==> src/rtl/lsu_pkg.sv <==
`default_nettype none
// ============================================================================
// Module      : lsu_pkg
// Description : Shared types and helpers for the load/store unit: RV32I
//               width/sign codes, FSM state type and access legality check.
// Revision    : 1.0 - initial release
// ============================================================================
package lsu_pkg;

  // RV32I funct3 width/sign codes for loads and stores
  localparam logic [2:0] F3_B  = 3'b000;
  localparam logic [2:0] F3_H  = 3'b001;
  localparam logic [2:0] F3_W  = 3'b010;
  localparam logic [2:0] F3_BU = 3'b100;
  localparam logic [2:0] F3_HU = 3'b101;

  typedef enum logic [1:0] {
    IDLE   = 2'd0,
    REQ    = 2'd1,
    WAIT_R = 2'd2,
    RESP   = 2'd3
  } lsu_state_t;

  // True when the access must not reach memory: either the funct3 code is not
  // defined for this direction, or the address is not naturally aligned.
  function automatic logic access_fault(input logic       is_store,
                                        input logic [2:0] f3,
                                        input logic [1:0] byte_off);
    logic illegal;
    logic misaligned;
    if (is_store) begin
      illegal = !((f3 == F3_B) || (f3 == F3_H) || (f3 == F3_W));
    end else begin
      illegal = !((f3 == F3_B) || (f3 == F3_H) || (f3 == F3_W) ||
                  (f3 == F3_BU) || (f3 == F3_HU));
    end
    misaligned = (((f3 == F3_H) || (f3 == F3_HU)) && byte_off[0]) ||
                 ((f3 == F3_W) && (byte_off != 2'b00));
    return illegal || misaligned;
  endfunction

endpackage : lsu_pkg
`default_nettype wire

==> src/rtl/load_store_unit_load_extend.sv <==
`default_nettype none
// ============================================================================
// Module      : load_extend
// Description : Selects the addressed byte/halfword lane of a raw memory word
//               and sign- or zero-extends it to the full datapath width.
// Revision    : 1.0 - initial release
// ============================================================================
module load_extend
  import lsu_pkg::*;
#(
  parameter int DATA_WIDTH = 32
) (
  input  logic [2:0]            funct3,
  input  logic [1:0]            byte_off,
  input  logic [DATA_WIDTH-1:0] raw,
  output logic [DATA_WIDTH-1:0] result
);

  logic [DATA_WIDTH-1:0] w_lane;

  // Bring the addressed lane down to bit 0; upper bits are discarded below.
  assign w_lane = raw >> {byte_off, 3'b000};

  // Width selection with sign or zero extension; undefined codes return zero.
  always_comb begin
    result = '0;
    case (funct3)
      F3_B:    result = {{(DATA_WIDTH-8){w_lane[7]}},   w_lane[7:0]};
      F3_H:    result = {{(DATA_WIDTH-16){w_lane[15]}}, w_lane[15:0]};
      F3_W:    result = w_lane;
      F3_BU:   result = {{(DATA_WIDTH-8){1'b0}},        w_lane[7:0]};
      F3_HU:   result = {{(DATA_WIDTH-16){1'b0}},       w_lane[15:0]};
      default: result = '0;
    endcase
  end

endmodule : load_extend
`default_nettype wire

==> src/rtl/load_store_unit.sv <==
`default_nettype none
// ============================================================================
// Module      : load_store_unit
// Description : Memory-access stage. Accepts one load/store at a time, runs a
//               request/grant/response handshake with data memory, returns
//               extended load data and flags illegal or misaligned accesses
//               without issuing any memory traffic.
// Revision    : 1.0 - initial release
// ============================================================================
module load_store_unit
  import lsu_pkg::*;
#(
  parameter int DATA_WIDTH = 32
) (
  input  logic                  clk,
  input  logic                  rst_n,
  input  logic                  req_valid,
  output logic                  req_ready,
  input  logic                  mem_write,
  input  logic [2:0]            funct3,
  input  logic [DATA_WIDTH-1:0] addr,
  input  logic [DATA_WIDTH-1:0] wdata,
  output logic                  stall,
  output logic                  rsp_valid,
  output logic [DATA_WIDTH-1:0] rdata,
  output logic                  fault,
  output logic                  dmem_req,
  output logic                  dmem_we,
  output logic [DATA_WIDTH-1:0] dmem_addr,
  output logic [3:0]            dmem_be,
  output logic [DATA_WIDTH-1:0] dmem_wdata,
  input  logic                  dmem_gnt,
  input  logic                  dmem_rvalid,
  input  logic [DATA_WIDTH-1:0] dmem_rdata
);

  lsu_state_t            r_state;
  logic                  r_we;
  logic [2:0]            r_f3;
  logic [1:0]            r_off;

  logic                  w_fault;
  logic [3:0]            w_be;
  logic [DATA_WIDTH-1:0] w_wdata;
  logic [DATA_WIDTH-1:0] w_ext;

  assign req_ready = (r_state == IDLE);
  // Stall drops in RESP so the core advances in the same cycle as rsp_valid.
  assign stall     = ((r_state == IDLE) && req_valid) ||
                     (r_state == REQ) || (r_state == WAIT_R);

  assign w_fault   = access_fault(mem_write, funct3, addr[1:0]);

  // Byte enables from the incoming request; funct3[1:0] encodes the width.
  always_comb begin
    w_be = 4'b0000;
    case (funct3[1:0])
      2'b00:   w_be = 4'b0001 << addr[1:0];
      2'b01:   w_be = 4'b0011 << addr[1:0];
      default: w_be = 4'b1111;
    endcase
  end

  // Store data replicated to every lane so memory can just apply the enables.
  always_comb begin
    w_wdata = wdata;
    case (funct3[1:0])
      2'b00:   w_wdata = {4{wdata[7:0]}};
      2'b01:   w_wdata = {2{wdata[15:0]}};
      default: w_wdata = wdata;
    endcase
  end

  // Extension works from the captured request, since addr/funct3 inputs
  // belong to the next instruction by the time the response arrives.
  load_extend #(
    .DATA_WIDTH(DATA_WIDTH)
  ) u_load_extend (
    .funct3  (r_f3),
    .byte_off(r_off),
    .raw     (dmem_rdata),
    .result  (w_ext)
  );

  // Transaction FSM; all memory-side and response outputs are registered here.
  always_ff @(posedge clk) begin
    if (!rst_n) begin
      r_state    <= IDLE;
      r_we       <= 1'b0;
      r_f3       <= 3'b000;
      r_off      <= 2'b00;
      rsp_valid  <= 1'b0;
      rdata      <= '0;
      fault      <= 1'b0;
      dmem_req   <= 1'b0;
      dmem_we    <= 1'b0;
      dmem_addr  <= '0;
      dmem_be    <= 4'b0000;
      dmem_wdata <= '0;
    end else begin
      rsp_valid <= 1'b0;
      case (r_state)
        IDLE: begin
          if (req_valid) begin
            r_we  <= mem_write;
            r_f3  <= funct3;
            r_off <= addr[1:0];
            rdata <= '0;
            fault <= w_fault;
            if (w_fault) begin
              r_state   <= RESP;
              rsp_valid <= 1'b1;
            end else begin
              r_state    <= REQ;
              dmem_req   <= 1'b1;
              dmem_we    <= mem_write;
              dmem_addr  <= {addr[DATA_WIDTH-1:2], 2'b00};
              dmem_be    <= w_be;
              dmem_wdata <= w_wdata;
            end
          end
        end
        REQ: begin
          if (dmem_gnt) begin
            dmem_req <= 1'b0;
            dmem_we  <= 1'b0;
            if (r_we) begin
              r_state   <= RESP;
              rsp_valid <= 1'b1;
            end else begin
              r_state <= WAIT_R;
            end
          end
        end
        WAIT_R: begin
          if (dmem_rvalid) begin
            rdata     <= w_ext;
            r_state   <= RESP;
            rsp_valid <= 1'b1;
          end
        end
        RESP: begin
          r_state <= IDLE;
        end
        default: begin
          r_state <= IDLE;
        end
      endcase
    end
  end

endmodule : load_store_unit
`default_nettype wire

==> config.mk <==
export PLATFORM = sky130hd
export DESIGN_NAME = load_store_unit
export DESIGN_NICKNAME = d
export VERILOG_FILES = /design/src/rtl/lsu_pkg.sv /design/src/rtl/load_store_unit_load_extend.sv /design/src/rtl/load_store_unit.sv
export SDC_FILE = /design/constraint.sdc
export NUM_CORES = 1
export LEC_CHECK = 0
export ABC_AREA = 1
export CORE_AREA = 5 5 116 118
export DETAILED_ROUTE_END_ITERATION = 10
export DIE_AREA = 0 0 121 123
export HOLD_SLACK_MARGIN = 0.03
export PLACE_DENSITY = 0.79
export SYNTH_ARGS = -nofsm -noshare
export SYNTH_HDL_FRONTEND = slang
export SYNTH_SLANG_ARGS = --single-unit
==> constraint.sdc <==
create_clock -name clk -period 2.1 [get_ports clk]
set_clock_uncertainty 0.05 [all_clocks]
set_input_delay 0.315 -clock clk [delete_from_list [all_inputs] [get_ports clk]]
set_output_delay 0.315 -clock clk [all_outputs]
set_load 0.005 [all_outputs]
==> out/results.ini <==
[worst_hold_path]
worstHoldPathCells = 2
hp-start = dmem_we
hp-class = flip-flop to flip-flop

[power]
leakage_nw = 3.040
power.density_nw_per_um2 = 865.7
p_sw_share_pct = 33.61
pwr-share-seq_pct = 37.1
switching_power_mw = 2.247
ir_drop_v = 0.0005841
pwr-share-clk_pct = 25.7
p_comb_share_pct = 37.3
internal_power_mw = 4.437

[clocking]
holdBufCountCts = 0
insertion_delay_ns = 0.34
cts_buffers = 9
cts.path.max_buffers = 2
cts_max_level = 3
clkSinkCount = 110
post_cts_buffers = 0
cts.reportedPaths.clkPinSlew_ns = 0.07
root_buffer = clkbuf_16
cts_tree = yes

[yosys]
syn_area_per_cell_um2 = 6.638
async_flop_share_pct = 0
synth-seq-cells = 110
synth_edf_count = 0
synth_warnings = 0
synth_cell_types = 25
synth_commonest_cells = nand2_1, a21oi_1, dfxtp_1
synth-main-ff-cell = dfxtp_1
yosys.area.top_type = dfxtp_1
netlist_area_um2 = 5131
synthCells = 773
netlist_top_cells_area = dfxtp_1, nand2_1, a21oi_1, nand3_1, o21ai_0
ys_seq_area_share_pct = 42.92
synth_top_cell_area_share_pct = 42.92
yosysMostFrequentCell = nand2_1

[detailed_routing]
routedWlPerCell_um = 13.81
wl_um = 15700
detail_route.vias_per_cell = 4.872
ant_nets = 0
drcViolationCount = 0
drtIter0Drc = 349
vias = 5539
dr.pass1.iters = 4

[global_routing]
antenna_found_initial = 0
grt_max_degree = 53
grt.total_usage_pct = 21.06
use_met2_pct = 34.46
overflow = 0
grt-busiest-layer = met2
grt_first_pass_wirelength_um = 25430
grt_pass1_vias = 5234
grt_use_met1_pct = 27.35
met3_usage_pct = 4.346

[finish]
drive_gt1_share_pct = 5.285
area_growth_syn_to_layout_pct = 50.48
fillers = 1129
diodes = 0
layout.nets = 1071

[timing]
fin_ws_ns = 0.08325
hold_viol = 0
rsz0062_at_grt = false
fin_crit_ns = 2.017
min_period_over_period_pct = 96.04
tns_ns = 0
report.final.slew_viol_count = 0
worst_pin_slew_ns = 0.6472
fmax_ghz = 0.4958
setup_viol = 0
slew_headroom_pct = 56.81

[worst_setup_path]
r2r-start = r_off[1]
cp.required_ns = 1.74
end_kind = primary output
setup.worst_path.class = flip-flop to primary output
reg2regPathDepth = 7
worst-path-max-fanout = 5
crit_path_start = r_state[0]
cp-start-kind = flip-flop
arrival_ns = 1.65

[floorplanning]
dieHeight_um = 123
coreArea_um2 = 12360
rows = 41
boundaryPins = 211
initial_utilization_pct = 41.50
die_area_um2 = 14880
die_x_um = 121

[status]
outcome = finished, final reports clean

[placement]
pre_cts_ws_ns = 0.08747
hpwl_um = 11390
port_buffers = 208
routabilityCongestion = 0.8378

[job]
cap_violations = 0

[power by group through the flow]
stage / Sequential, mW / Clock [mW] / Combinational [mW]
CTS: 2.46 / 1.76 / 2.49
global route: 2.51 / 1.84 / 2.80
finish: 2.48 / 1.71 / 2.49
global placement: 2.50 / 0 / 2.42
floorplan: 2.48 / 0 / 1.43
detailed placement: 2.50 / 0 / 2.44
[registers in the layout, summed over array words and instances (netlist names)]
signal	flops
r_off	2
rsp_valid	1
dmem_addr	30
r_f3	3
fault	1
rdata	32
dmem_wdata	32
dmem_be	4
dmem_we	1
r_we	1
dmem_req	1
r_state	2
[placed cells by master (no fill, tap or decap), drive strengths merged]
cell and count:
nand2 331, clkdlybuf4s50 208, a21oi 111, dfxtp 110, nand3 48, inv 48, o21ai 39, buf 20
nor2 17, clkbuf 13, o211ai 8, ha 4, nor3 2, conb 2, clkinv 1, nand4 1
a31oi 1, bufinv 1
[layer usage]
layer  wire, um  part of all wire, %  up-vias
li1           -                    -     2836
met1       6946                   44     2512
met2       7387                   47      164
met3        925                  5.9       27
met4        443                  2.8        0
met5          0                    0        -
[repair_timing]
item                       in CTS  in global routing
resized for setup               4                  6
pin swaps                       0                  0
setup endpoints to repair       1                  1
gates cloned                    0                  0
[critical path, cell delays in order, from the launching register on]
cell,delay (ns)
dfxtp_4,0.37
inv_2,0.08
ha_4,0.16
nand2_1,0.09
nand2_1,0.10
clkdlybuf4s50_1,0.50
[layout make-up]
type | count | area [um^2] | area share, %
sequential | 110 | 2207 | 28.59
clock inverter | 1 | 30.03 | 0.3889
inverter | 49 | 186.4 | 2.415
multi-input combinational | 564 | 2502 | 32.41
tap | 172 | 215.2 | 2.787
clock buffer | 13 | 260.3 | 3.371
timing repair buffer | 228 | 2320 | 30.04
[kinds of logic after synthesis]
logic type | share of synthesized area [%]
simple gates | 30.87
flops | 42.92
buf+inv | 9.168
other cells | 0.07308
compound gates | 16.00
fa+ha+maj | 0.9754
[path summary, 6_finish.rpt]
path | endpoint | slack [ns]
min | dmem_we | 0.41
max reg2reg | rdata[24] | 0.32
max | stall | 0.08
min reg2reg | dmem_we | 0.41
[through the flow]
stage / hold WS [ns] / power [mW] / instance area, um^2 / util, % / cells
floorplan: 0.4033 / 3.910 / 5135 / - / 774
finish: 0.4095 / 6.684 / 7721 / 62.45 / 1137
CTS: 0.4146 / 6.712 / 7705 / 62.32 / 1137
detailed placement: 0.4047 / 4.943 / 7398 / 59.84 / 1123
global placement: 0.4007 / 4.920 / 7398 / 59.84 / 1123
global route: 0.4309 / 7.153 / 7721 / 62.45 / 1137
No activity file was read; power rests on OpenSTA's default activity.
